`src/rtl/output_drain.sv`:
```
// -----------------------------------------------------------------------------
// output_drain
//
// Drains a contiguous run of rows from the 64 x 512-bit output buffer and
// serialises each row into four 128-bit beats on a valid/ready stream toward
// the write-back/DMA path. While a drain is active, this block owns the
// buffer's read port.
//
// Each row is read with the buffer's one-cycle latency and lands in a
// two-entry row queue. The head row is emitted beat by beat. A new read is
// issued only if the rows already held plus the read still in flight leave
// room in the queue. The queue therefore never overflows, and with m_ready
// held high the stream runs at one beat per cycle.
//
// Ports
//   CLK         single clock, rising edge
//   RST         synchronous, active-high reset
//   start       one-cycle request, accepted only while idle
//   base_addr   first row to drain (sampled with start)
//   row_cnt     number of rows, 0..64 (sampled with start)
//   busy        drain in progress (cycle after start until done)
//   done        one-cycle completion pulse
//   buf_cen     buffer chip enable, active-low (low = read this cycle)
//   buf_wen     buffer write enable, active-low, tied high
//   buf_retn    buffer retention, tied high
//   buf_a       buffer row address; holds its last value when idle
//   buf_q       buffer read data, valid the cycle after buf_cen low
//   m_data      stream beat, row bits [128k+127:128k] for beat k
//   m_valid     stream valid
//   m_ready     stream ready
//   m_last      marks beat 3 of the final row
// -----------------------------------------------------------------------------
module output_drain #(
  parameter int ADDR_W = 6,
  parameter int ROW_W  = 512,
  parameter int BEAT_W = 128
) (
  input  logic              CLK,
  input  logic              RST,
  input  logic              start,
  input  logic [ADDR_W-1:0] base_addr,
  input  logic [ADDR_W:0]   row_cnt,
  output logic              busy,
  output logic              done,
  output logic              buf_cen,
  output logic              buf_wen,
  output logic              buf_retn,
  output logic [ADDR_W-1:0] buf_a,
  input  logic [ROW_W-1:0]  buf_q,
  output logic [BEAT_W-1:0] m_data,
  output logic              m_valid,
  input  logic              m_ready,
  output logic              m_last
);

  localparam int BEATS      = ROW_W / BEAT_W;
  localparam int BEAT_IDX_W = $clog2(BEATS);
  localparam int CNT_W      = ADDR_W + 1;
  localparam logic [BEAT_IDX_W-1:0] BEAT_LAST = BEAT_IDX_W'(BEATS - 1);

  typedef enum logic [1:0] {
    S_IDLE,
    S_RUN,
    S_DRAIN,
    S_FIN
  } state_t;

  state_t state;
  state_t state_nxt;

  // Job parameters captured when start is accepted
  logic [ADDR_W-1:0] base_q;
  logic [CNT_W-1:0]  cnt_q;

  // Progress counters: rows read from the buffer, and rows fully emitted
  logic [CNT_W-1:0]  issued;
  logic [CNT_W-1:0]  popped;

  // Set when a read was issued last cycle, so buf_q carries a row this cycle
  logic              inflight;

  // Address of the most recent read; buf_a shows it while no read is issued
  logic [ADDR_W-1:0] last_a;

  // Two-row skid queue, each row stored as BEATS packed beats
  logic [BEATS-1:0][BEAT_W-1:0] q_mem [2];
  logic                         wr_ptr;
  logic                         rd_ptr;
  logic [1:0]                   count;
  logic [BEAT_IDX_W-1:0]        beat;

  // Datapath control
  logic              issue;
  logic [ADDR_W-1:0] issue_addr;
  logic [1:0]        occupancy;
  logic              hs;
  logic              pop;
  logic              last_row;
  logic              accept;

  assign accept     = (state == S_IDLE) && start;

  // Rows held in the queue plus any row still in flight. A read may only be
  // issued when this leaves a free slot for the row it will return.
  assign occupancy  = count + {1'b0, inflight};
  assign issue      = (state == S_RUN) && (occupancy < 2'd2) && (issued < cnt_q);

  // The address wraps modulo 64 because it is truncated to ADDR_W bits.
  assign issue_addr = base_q + issued[ADDR_W-1:0];

  assign hs         = m_valid && m_ready;
  assign pop        = hs && (beat == BEAT_LAST);
  assign last_row   = (popped == cnt_q - CNT_W'(1));

  // ---------------------------------------------------------------------------
  // FSM: state register
  // ---------------------------------------------------------------------------
  // NOTE: clocked state uses non-blocking assignments so every flop samples
  // pre-edge values regardless of block evaluation order.
  always_ff @(posedge CLK) begin
    if (RST) begin
      state <= S_IDLE;
    end else begin
      state <= state_nxt;
    end
  end

  // ---------------------------------------------------------------------------
  // FSM: next-state logic
  // ---------------------------------------------------------------------------
  // NOTE: assign a default first so every path drives state_nxt and no latch
  // is inferred.
  always_comb begin
    state_nxt = state;
    unique case (state)
      S_IDLE: begin
        if (start) begin
          // A zero-row job passes through DRAIN for one cycle. The queue is
          // already empty, so it reaches FIN on the next edge and done lands
          // two cycles after start.
          state_nxt = (row_cnt == '0) ? S_DRAIN : S_RUN;
        end
      end
      S_RUN: begin
        if (issue && (issued + CNT_W'(1) == cnt_q)) begin
          state_nxt = S_DRAIN;
        end
      end
      S_DRAIN: begin
        // Finish as soon as the final pop happens. done then follows the last
        // handshake by exactly one cycle.
        if (!inflight && ((count == 2'd0) || ((count == 2'd1) && pop))) begin
          state_nxt = S_FIN;
        end
      end
      S_FIN: begin
        state_nxt = S_IDLE;
      end
      default: begin
        state_nxt = S_IDLE;
      end
    endcase
  end

  // ---------------------------------------------------------------------------
  // FSM: outputs
  // ---------------------------------------------------------------------------
  always_comb begin
    busy     = (state == S_RUN) || (state == S_DRAIN);
    done     = (state == S_FIN);
    buf_cen  = !issue;
    buf_wen  = 1'b1;
    buf_retn = 1'b1;
    buf_a    = issue ? issue_addr : last_a;
    m_valid  = (count != 2'd0);
    // The head row and beat index are registered, so m_data and m_last stay
    // stable until the handshake.
    m_data   = m_valid ? q_mem[rd_ptr][beat] : '0;
    m_last   = m_valid && (beat == BEAT_LAST) && last_row;
  end

  // ---------------------------------------------------------------------------
  // Job bookkeeping, read issue, and queue control
  // ---------------------------------------------------------------------------
  always_ff @(posedge CLK) begin
    if (RST) begin
      base_q   <= '0;
      cnt_q    <= '0;
      issued   <= '0;
      popped   <= '0;
      inflight <= 1'b0;
      last_a   <= '0;
      wr_ptr   <= 1'b0;
      rd_ptr   <= 1'b0;
      count    <= 2'd0;
      beat     <= '0;
    end else begin
      if (accept) begin
        base_q <= base_addr;
        cnt_q  <= row_cnt;
        issued <= '0;
        popped <= '0;
      end

      inflight <= issue;
      if (issue) begin
        issued <= issued + CNT_W'(1);
        last_a <= issue_addr;
      end

      if (inflight) begin
        wr_ptr <= ~wr_ptr;
      end

      if (hs) begin
        beat <= pop ? '0 : beat + 1'b1;
      end
      if (pop) begin
        rd_ptr <= ~rd_ptr;
        popped <= popped + CNT_W'(1);
      end

      unique case ({inflight, pop})
        2'b10:   count <= count + 2'd1;
        2'b01:   count <= count - 2'd1;
        default: count <= count;
      endcase
    end
  end

  // NOTE: the row storage is deliberately left unreset. count gates m_valid,
  // so stale contents are never observed, and resetting 1 Kbit of data flops
  // buys nothing.
  always_ff @(posedge CLK) begin
    if (!RST && inflight) begin
      q_mem[wr_ptr] <= buf_q;
    end
  end

endmodule
```
`config.mk`:
```
export PLATFORM = sky130hd
export DESIGN_NAME = output_drain
export DESIGN_NICKNAME = d
export VERILOG_FILES = /design/src/rtl/output_drain.sv
export SDC_FILE = /design/constraint.sdc
export NUM_CORES = 1
export LEC_CHECK = 0
export BUFFER_PORTS_ARGS = -buffer_cell sky130_fd_sc_hd__buf_2
export CORE_MARGIN = 1
export CORE_UTILIZATION = 51
export DETAILED_ROUTE_END_ITERATION = 6
export PLACE_DENSITY_LB_ADDON = 0.25
export REMOVE_ABC_BUFFERS = 1
export SLEW_MARGIN = 20
export SYNTH_ARGS = -nofsm -noshare
export SYNTH_HDL_FRONTEND = slang
export SYNTH_SLANG_ARGS = --single-unit
```
`constraint.sdc`:
```
create_clock -name CLK -period 51.5 [get_ports CLK]
set_clock_uncertainty 0.2 [all_clocks]
set_input_delay 10.3 -clock CLK [delete_from_list [all_inputs] [get_ports CLK]]
set_output_delay 10.3 -clock CLK [all_outputs]
set_load 0.005 [all_outputs]
```
# [After elaboration in Yosys (flattened, before gate mapping)]
# Memory sizes are Yosys's and may differ from the RTL's. A register that Yosys moved wholly into a read port is not among the register bits.
# Cells that the tools add are included.
[totals] n_memories=1 mem_bits_rw=1024 elab_cells=79 out_inout_bits=141 in_bits=529 regBits=42
[op_classes] bitwise=2 mux=18 n_eq_ne=12 add_sub_neg=8 n_reduce_logical=24 magnitude_cmp=3
[mem_list] name="q_mem" words=2 word_bits=512 rd=1 rd_clocked_by_memory_dff=1 wr=1 line="86" rtl="logic [BEATS-1:0][BEAT_W-1:0] q_mem [2];"
[ops] operator="$bmux W128 S2" n=1
[ops] operator="$mux W128" n=2
[ops] operator="$mux W7" n=3
[ops] operator="$add A7 B1 Y7 const B" n=2
[ops] operator="$eq A7 B7 Y1" n=2
[ops] operator="$logic_and A1 B1 Y1" n=11
[ops] operator="$mux W2" n=5
[ops] operator="$eq A2 B2 Y1 const B" n=4
[ops] operator="$pmux W2 S4" n=1
[ops] operator="$reduce_bool A2 Y1" n=4
[ops] operator="$logic_not A7 Y1" n=1
[ops] operator="$lt A7 B7 Y1" n=1
[ops] operator="$sub A7 B1 Y7 const B" n=1
[ops] operator="$add A6 B6 Y6" n=1
[ops] operator="$eq A2 B1 Y1 const B" n=3
[ops] operator="$mux W6" n=1
[ops] operator="$ne A2 B2 Y1 const B" n=3
[ops] operator="$add A2 B1 Y2 const B" n=2
[ops] operator="$logic_not A2 Y1" n=2
[ops] operator="$mux W1" n=4
[ops] operator="$pmux W2 S2" n=1
[ops] operator="$logic_not A1 Y1" n=3
[ops] operator="$lt A2 B3 Y1 const B" n=1
[ops] operator="$reduce_and A3 Y1" n=1
[ops] operator="other kinds (5)" n=7

# [Depth between registers and ports, before layout]
# Gate-level depths: netlist of run 1.
[logic_depth] depth_word=8 mapped_depth=11 ltp_nobuf=9

# [Worst setup path after synthesis of run 1]
# No wires, ideal clock.
[synth_timing] path_type="input to register" start="input RST" end="memory q_mem[1][0] (netlist name) (enable)" setup_slack_ps=1695 stages=2 setup_time_ps=2120 required_ps=49180 n_path_buf=1 t_arrival_ps=47485 cell_sequence="clkbuf_1 > nor3b_1"
[synth_via] elab_chain_cells=4
[synth_rtl] element="from (decl)" line="39" rtl="input logic RST,"
[synth_rtl] element="$logic_not A1 Y1" line="235" rtl="if (!RST && inflight) begin"
[synth_rtl] element="$logic_and A1 B1 Y1" line="235"
[synth_rtl] element="$mux W1" line="235"
[synth_rtl] element="$mux W1 (implied by the code)" line="236" rtl="q_mem[wr_ptr] <= buf_q;"
[synth_rtl] element="to (decl)" line="86"
# Every way passes these cells.

==> impl_results.md, run 1 <==
* WL final at between 90 and 100 mm
* Relative slew slack at 17.76%
* Hold Path Class: flip-flop to flip-flop
* Rows at slightly above 100
* Longest Clk Path Bufs at 3
* Die ar. at 82,020 um^2
* Post-CTS Setup Repair Bufs at 0
* Post-layout power at 2.005 mW
* Clock-pin slew on the worst setup and hold paths at 0.06 ns
* CTS tree: built
* Multiplexer share of the synthesized area at 17.33%
* Htree depth at 3
* Status: completed
* Root buffer cell: clkbuf_16
* Final cell count without fillers at 3,819
* First-pass GRT wire length at between 100 and 150 mm
* Commonest non-fill, non-tap cells in the layout: 1,024 x edfxtp_1, 667 x buf_2, 256 x mux4_2
* Unique cell type count in the Yosys netlist at 45
* Total GRT Usage at 22.53%
* Post_cts resized at 0
* Post-synth ARST share at 0%
* Fin util at about 62%
* Min Tclk post-route at 14.73 ns
* Complex-gate fraction of the synthesized area at less than 1%
* Total net switching power at 0.4582 mW
* DP Area at 45,710 um^2
* Crit Path Max Fanout at 46
* Total number of vias at between 20,000 and 25,000
* Total negative slack at 0 ns
* Number of global-route vias before repair at between 20,000 and 25,000
* Num ports at 670
* Simple-gate share of the synthesized area at between 2 and 2.5%
* Fin crit share at 28.60%
* Post-synthesis sequential area ratio at roughly 77%
* RSZ-0062 raised after global routing: false
* R2R setup slack at 47.10 ns
* DP Wirelength at slightly above 60 mm
* # DRC at 0
* Switching share of power at 22.85%
* Ys Warns at 0
* Worst Tran Pin Value at around 1.2 ns
* Clock power frac at 38.9%
* Yosys reg bits at 1,067
* Internal power at 1.547 mW
* Layout cells sized above 1 at 40.64%
* Setup violators final at 0
* Num Clock Sinks at 1,067
* Core ar. at 79,520 um^2
* Pwr per Cell Area at 40.60 nW/um^2
* Nets@finish at 3,193
* Worst skew pair latency at roughly 0.67 ns
* Syn_area_per_cell at between 20 and 25 um^2
* Placed Cells incl. Taps at approximately 3,600
* Main synth FF type: edfxtp_1
* Hold-fix buffers, CTS at 0
* Max Cap Viol at 0
* Total CTS buffers at 106
* Most common cell after layout, fill and taps aside: edfxtp_1
* Crit start category: flip-flop
* Kind of critical path: flip-flop to output port
* Largest net degree at the start of global routing at 168
* Hold violation total from the final report at 0
* Largest family of logic cells by synthesized area: multiplexers
* Final Slew Violations at 0
* Adder-Cell Fraction of Synth Area at 0.7462%
* Post-Syn Area at roughly 41,000 um^2
* Routed length per instance at about 24 um
* Initial antenna violation count at 80
* Yosys top cell area share at 74.55%
* Die width at 286.4 um
* Starting DRT DRC Count at 1,303
* Avg Vias per Cell at around 5.6
* CP Capture Type: output port
* Peak supply drop at ~0.000041 V
* P&R area growth vs syn at 19.74%
* Worst path required time at 41.00 ns
* Gr ovfl total at 0
* Drt first pass iters at 5
* Post-synth EDFFs at 1,024
* Leak Pwr at approximately 17 nW
* GP Congestion at just over 0.8
* Port Buf Inserts at 667
* Post-synth top area cell: edfxtp_1
* Final Cell Area at around 49,000 um^2
* Antenna Nets Post-Route at 0
* Cells after Synth at a little under 2,000
* Highest clock rate at 0.06790 GHz
* Sequential share of power at between 50% and 60%
* Leading post-synthesis cells by cell area: edfxtp_1 75%, mux4_2 14%, mux2i_1 3.1%
* Worst EP arrival at 4.23 ns
* Combinational power share at 10.9%
* Initial Utilization at between 50% and 60%
* Synth Area in XOR/XNOR at less than 1%
* Die H at 286.4 um
## worst max-delay path: stages, from the launching register on
cell and delay, ns:
dfxtp_4 0.76, buf_4 0.81, buf_4 0.83, mux4_2 0.61
mux2i_1 0.15, nor2_1 0.08, buf_2 0.18
## path summary, 6_finish.rpt
kind | from | endpoint | depth (start not counted)
worst max-delay path | flip-flop | m_data[120] | 6
worst min-delay path | base_q[4] | base_q[4] | 2
worst max register to register | inflight | q_mem[0][478] | 6
worst min register to register | base_q[4] | base_q[4] | 2
## registers in the layout (all words and copies together), names as in the netlist, named ones only
signal,count
rd_ptr,1
count,2
cnt_q,7
issued,7
wr_ptr,1
state,2
base_q,6
popped,7
inflight,1
beat,2
last_a,6
q_mem,1024
## final cells by class
cell class | instances | area [um^2]
flip-flops and latches | 1067 | 31620
fillers | 5608 | 30130
clock buffers | 135 | 2781
inverters | 24 | 92.59
well taps | 1050 | 1314
clock inverters | 62 | 794.5
repair buffers | 690 | 3573
diodes | 40 | 100.1
multi-input cells | 751 | 9111
## per-layer routing
layer / track usage, % / part of all wire, %
met1: 26.58 / 36
met2: 38.14 / 52
met3: 7.401 / 7.8
met4: 9.158 / 3.2
met5: 0 / 0.46
## cells by family (layout without fill, tap and decap cells)
logic type,after synthesis,in the layout
flops,1067,1067
mux,393,393
simple gates,241,241
buf+inv,129,911
compound gates,62,62
xor+xnor,29,29
fa+ha+maj,24,24
other cells,1,42
## cell usage after synthesis (3+ instances only)
master    instances
a211oi_1          3
a21o_1            4
a21oi_1          30
a311oi_1          4
a31oi_1           3
and3_1            6
buf_1            19
buf_2            32
clkbuf_1         48
dfxtp_1          43
edfxtp_1       1024
ha_1             23
inv_1            22
mux2_2            8
mux2i_1         129
mux4_2          256
nand2_1          45
nand3_1          18
nor2_1          152
nor2b_1           5
nor3_1            5
nor4_1            3
o21ai_0           9
xnor2_1          19
xor2_1           10
## metrics by stage
stage	setup WS, ns	hold WS [ns]
floorplan	1.978	0.2346
global placement	37.00	0.2522
detailed placement	36.89	0.2603
CTS	36.56	0.2699
global route	36.30	0.2898
finish	36.77	0.2654
## power by group through the flow
stage	logic, mW	registers, mW	clock network, mW
after detailed placement	0.220	1.03	0
final	0.218	1.01	0.780
after CTS	0.221	1.01	0.795
after global placement	0.215	1.02	0
after global routing	0.236	1.01	0.826
after floorplan	0.142	1.08	0
Note: power is estimated with default switching activity, not from simulation.
==> run 2: changes to the inputs <==
clock period = 12.5 ns   (was 51.5 ns; I/O delays follow)
==> run 2 against run 1 <==
Count of clock-buffer cells in the layout decreased by 3. Via count decreased by 0.47%. Critical path depth unchanged. Combinational power increased to 4.1 times the previous value.
==> impl_results.md, run 2 (same netlist as run 1, synthesis figures left out) <==
* Status: completed
* CP cell instances: buf_4, buf_4, mux4_2, mux2i_1, nor2_1, buf_2
* CP Capture Type: output port
* Pre-CTS WS at between 5 and 6 ns
* Port Buf Inserts at 667
* Crit Path Max Fanout at 40
* Hold Path Class: flip-flop to flip-flop
* Min Tclk post-route at 6.813 ns
* Highest clock rate at about 0.15 GHz
* Placed Cells incl. Taps at 3,586
* Post-layout power at between 8 and 9 mW
* Rows at 103
* Num ports at 670
* Pwr per Cell Area at 166.9 nW/um^2
* Peak supply drop at 0.0001519 V
* Clock-pin slew on the worst setup and hold paths at around 0.060 ns
* First-pass GRT wire length at ~140 mm
* Commonest non-fill, non-tap cells in the layout: 1,024 x edfxtp_1, 667 x buf_2, 256 x mux4_2
* Die width at 286.4 um
* Routed length per instance at 24.15 um
* Leak Pwr at 16.74 nW
* Worst skew pair latency at 0.65 ns
* Worst Tran Pin Value at 1.082 ns
* Largest delay contributor family on the critical path: buffers and inverters
* Relative slew slack at 27.86%
* Largest net degree at the start of global routing at 164
* Total GRT Usage at a little under a quarter
* Total CTS buffers at about 110
* GP Congestion at 0.8187
* Root buffer cell: clkbuf_16
* Crit path top cell by count: buf_4
* # fillers at 5,612
* Hold violation total from the final report at 0
* Crit-path max cell delay at 0.75 ns
* Final cell count without fillers at 3,830
* Initial Utilization at 51.87%
* Gr ovfl total at 0
* DP Wirelength at 61.29 mm
* Post_cts resized at 0
* Antenna Nets Post-Route at 0
* Fin crit share at 54.51%
* Drt first pass iters at 7
* Htree depth at 3
* Layout cells sized above 1 at 40.91%
* # DRC at 0
* Nets@finish at 3,199
* Number of global-route vias before repair at 22,930
* Max reg flops at 1,024
* RSZ-0062 raised after global routing: false
* Worst path required time at roughly 9.8 ns
* P&R area growth vs syn at 19.90%
* Avg Vias per Cell at 5.517
* Setup violators final at 0
* PnR worst setup slack at ~5.7 ns
* Initial antenna violation count at 74
* Max Cap Viol at 0
* Final Slew Violations at 0
* Critical path buffers and inverters at 3
* WL final at 92.49 mm
* Core ar. at between 70,000 and 80,000 um^2
* Crit start category: flip-flop
* CTS tree: built
* Die ar. at 82,020 um^2
* Total negative slack at 0 ns
* Most common cell after layout, fill and taps aside: edfxtp_1
* Worst EP arrival at ~4.1 ns
* Post-CTS Setup Repair Bufs at 0
* Kind of critical path: flip-flop to output port
* Total number of vias at 21,130
* Longest Clk Path Bufs at 3
* Largest Register: q_mem
* Die H at 286.4 um
* CP max stage cell: buf_4
* Hold-fix buffers, CTS at 0
* Num Clock Sinks at 1,067
* Starting DRT DRC Count at 1,416
[run 2: cell types whose count changed in the layout (fill, tap and decap cells not counted), moves of 2 or more]
cell / change
inv_6: +2
clkbuf_16: +2
clkbuf_1: -4
buf_4: +4
clkinv_1: +3
clkinv_2: +6
[run 2: layout make-up]
class	instances	area, um^2	area share (%)
multi-input combinational	751	9111	18.42
clock inverter	71	780.7	1.579
timing repair buffer	695	3631	7.342
tap	1050	1314	2.657
sequential	1067	31620	63.94
clock buffer	132	2803	5.667
antenna	40	100.1	0.2024
inverter	24	92.59	0.1872
[run 2: layer usage]
layer	vias up	wire (um)	part of all wire (%)	track usage, %
met2	681	48940	53	38.77
met5	-	460	0.50	0
li1	9425	-	-	-
met4	74	2489	2.7	8.422
met3	212	8048	8.7	8.251
met1	10740	32560	35	25.80
[run 2: power by group]
part | switching [mW] | internal (mW)
clock network | 1.33 | 1.89
registers | 0.0546 | 4.09
logic | 0.506 | 0.389
[run 2: tightest hold or removal path, stage by stage (launching register included)]
cell	delay (ns)
dfxtp_1	0.30
nand2_1	0.06
a21oi_1	0.06
[run 2: final timing paths]
check                                from            end  slack [ns]  cells after the start
worst max-delay path            flip-flop     m_data[43]        5.69                      6
worst min-delay path            last_a[1]      last_a[1]        0.27                      2
worst max register to register   inflight  q_mem[1][205]        8.34                      5
worst min register to register  last_a[1]      last_a[1]        0.27                      2
[run 2: stage by stage]
step	hold slack, ns	utilization (%)	instance area, um^2
floorplan	0.2346	-	40790
global placement	0.2480	57.50	45720
detailed placement	0.2577	57.53	45740
CTS	0.2670	62.03	49330
global route	0.2963	62.15	49420
finish	0.2666	62.19	49450
==> run 3: changes to the inputs <==
CORE_UTILIZATION = 56   (was 51)
clock period = 6.6 ns   (was 12.5 ns; I/O delays follow)
==> run 3 against run 2 <==
Clock power grew 74%. Sequential share of layout area grew 0.48 points. Combinational power grew 90%. Worst hold slack gained 0.0066 ns. Highest routed layer unchanged. Die area shrank 8.9%. Routed wire length grew 1.6%. Total power grew 84%. First-iteration DRC count grew 13%. Flip-flop and latch count is the same. Largest power group unchanged. Critical path depth grew 1.
==> impl_results.md, run 3 (same netlist as run 1, synthesis figures left out) <==
* Total negative slack at 0 ns
* Worst path required time at 5.08 ns
* Die ar. at ~75,000 um^2
* Avg Vias per Cell at 5.766
* Longest Clk Path Bufs at 3
* Most common cell after layout, fill and taps aside: edfxtp_1
* Worst setup path startpoint: cnt_q[5]
* Post-layout power at 15.18 mW
* PnR worst setup slack at 1.916 ns
* Pre-CTS WS at 2.506 ns
* Hold-fix buffers, CTS at 0
* Layout cells sized above 1 at 40.52%
* Kind of critical path: flip-flop to output port
* RSZ-0062 raised after global routing: false
* Gr ovfl total at 0
* Routed length per instance at 25.19 um
* FF-to-FF Start: count[1]
* Die width at around 270 um
* Crit start category: flip-flop
* Post_cts resized at 0
* Clock-pin slew on the worst setup and hold paths at about 0.06 ns
* # DRC at 0
* Initial antenna violation count at 74
* RR Endpoint: state[1]
* Crit-path max cell delay at between 0.7 and 0.8 ns
* R2r worst-path depth at 9
* CP cell instances: inv_1, ha_1, a21o_1, a211oi_2, and3_1, mux2_2, buf_2
* Rows at 99
* Fin util at between 60% and 70%
* Num ports at 670
* Largest Register: q_mem
* Highest clock rate at 0.2135 GHz
* Status: completed
* Nets@finish at 3,200
* Crit Path Max Fanout at 18
* Starting DRT DRC Count at 1,607
* WL final at 93.93 mm
* Placed Cells incl. Taps at between 3,000 and 4,000
* Min Tclk post-route at 4.684 ns
* Port Buf Inserts at between 600 and 700
* Final Cell Area at 49,090 um^2
* Largest net degree at the start of global routing at 172
* Hold violation total from the final report at 0
* Worst skew pair latency at 0.63 ns
* Drt first pass iters at 7
* Max reg flops at ~1,000
* Commonest non-fill, non-tap cells in the layout: 1,024 x edfxtp_1, 667 x buf_2, 256 x mux4_2
* Worst Tran Pin Value at 1.287 ns
* Total GRT Usage at 24.74%
* DP Wirelength at ~63 mm
* Htree depth at 3
* Max Cap Viol at 0
* Initial Utilization at a little under three fifths
* Fin crit share at ~71%
* Critical path endpoint: buf_a[3]
* Antenna Nets Post-Route at 0
* Number of global-route vias before repair at around 23,000
* Hold Worst Slack at about 0.27 ns
* Final cell count without fillers at 3,729
* GP Congestion at between 0.8 and 0.9
* CP max stage cell: and3_1
* Worst EP arrival at 3.16 ns
* Setup violators final at 0
* Core ar. at 72,960 um^2
* Hold Path Class: flip-flop to flip-flop
* P&R area growth vs syn at 19.01%
* CP Capture Type: output port
* Post-CTS Setup Repair Bufs at 0
* Total number of vias at about 22,000
* Total CTS buffers at 106
* Final Slew Violations at 0
* Peak supply drop at 0.0002511 V
* Leak Pwr at 16.60 nW
* Num Clock Sinks at 1,067
* CTS tree: built
* Root buffer cell: clkbuf_16
* First-pass GRT wire length at 136.8 mm
* DP Area at 45,720 um^2
* Pwr per Cell Area at 309.2 nW/um^2
* Relative slew slack at 14.17%
* R2R setup slack at about 3.4 ns
* Die H at 273.4 um
==> run 3: cell types whose count changed in the layout (fill, tap and decap cells not counted), sizes merged <==
cell      before  now
bufinv        14    4
diode         40   43
buf          695  697
clkbuf       132  145
clkinvlp       3    0
clkinv        52   37
==> run 3: final cells by class <==
type | count | area [um^2]
clock inverters | 43 | 394.1
inverters | 24 | 92.59
clock buffers | 145 | 2839
diodes | 43 | 107.6
repair buffers | 697 | 3721
multi-input cells | 751 | 9111
flip-flops and latches | 1067 | 31620
fillers | 4726 | 23870
well taps | 959 | 1200
==> run 3: worst min-delay path by stage <==
stage	from	end	cells after the start
6_report	base_q[3]	base_q[3]	2
5_1_grt	base_q[4]	base_q[4]	2
4_1_cts	base_q[3]	base_q[3]	2
3_5_place_dp	base_q[3]	base_q[3]	2
3_3_place_gp	base_q[0]	base_q[0]	2
2_1_floorplan	base_q[0]	base_q[0]	2
==> run 3: power breakdown <==
part | switching, mW | internal, mW | leakage, nW | total (mW)
clock | 2.44 | 3.17 | 1.57 | 5.61
sequential | 0.122 | 7.74 | 9.58 | 7.87
combinational | 0.953 | 0.745 | 5.45 | 1.70
==> run 3: worst max-delay path: cells and delay by family (launching register included) <==
family | cells | cell delay (ns)
adder cells (fa/ha/maj) | 1 | 0.31
AO/OA/AOI/OAI | 2 | 0.41
multiplexers | 1 | 0.43
buffers and inverters | 2 | 0.21
flip-flops | 1 | 0.44
AND/OR/NAND/NOR | 1 | 0.72
==> run 3: metal layers <==
layer	up-vias	global-route usage, %	share of wire (%)	routed length (um)
met5	-	0	0.36	338
met3	247	8.307	8.4	7862
li1	9411	-	-	-
met4	58	9.630	3.3	3082
met1	10970	28.17	35	32740
met2	813	43.04	53	49910
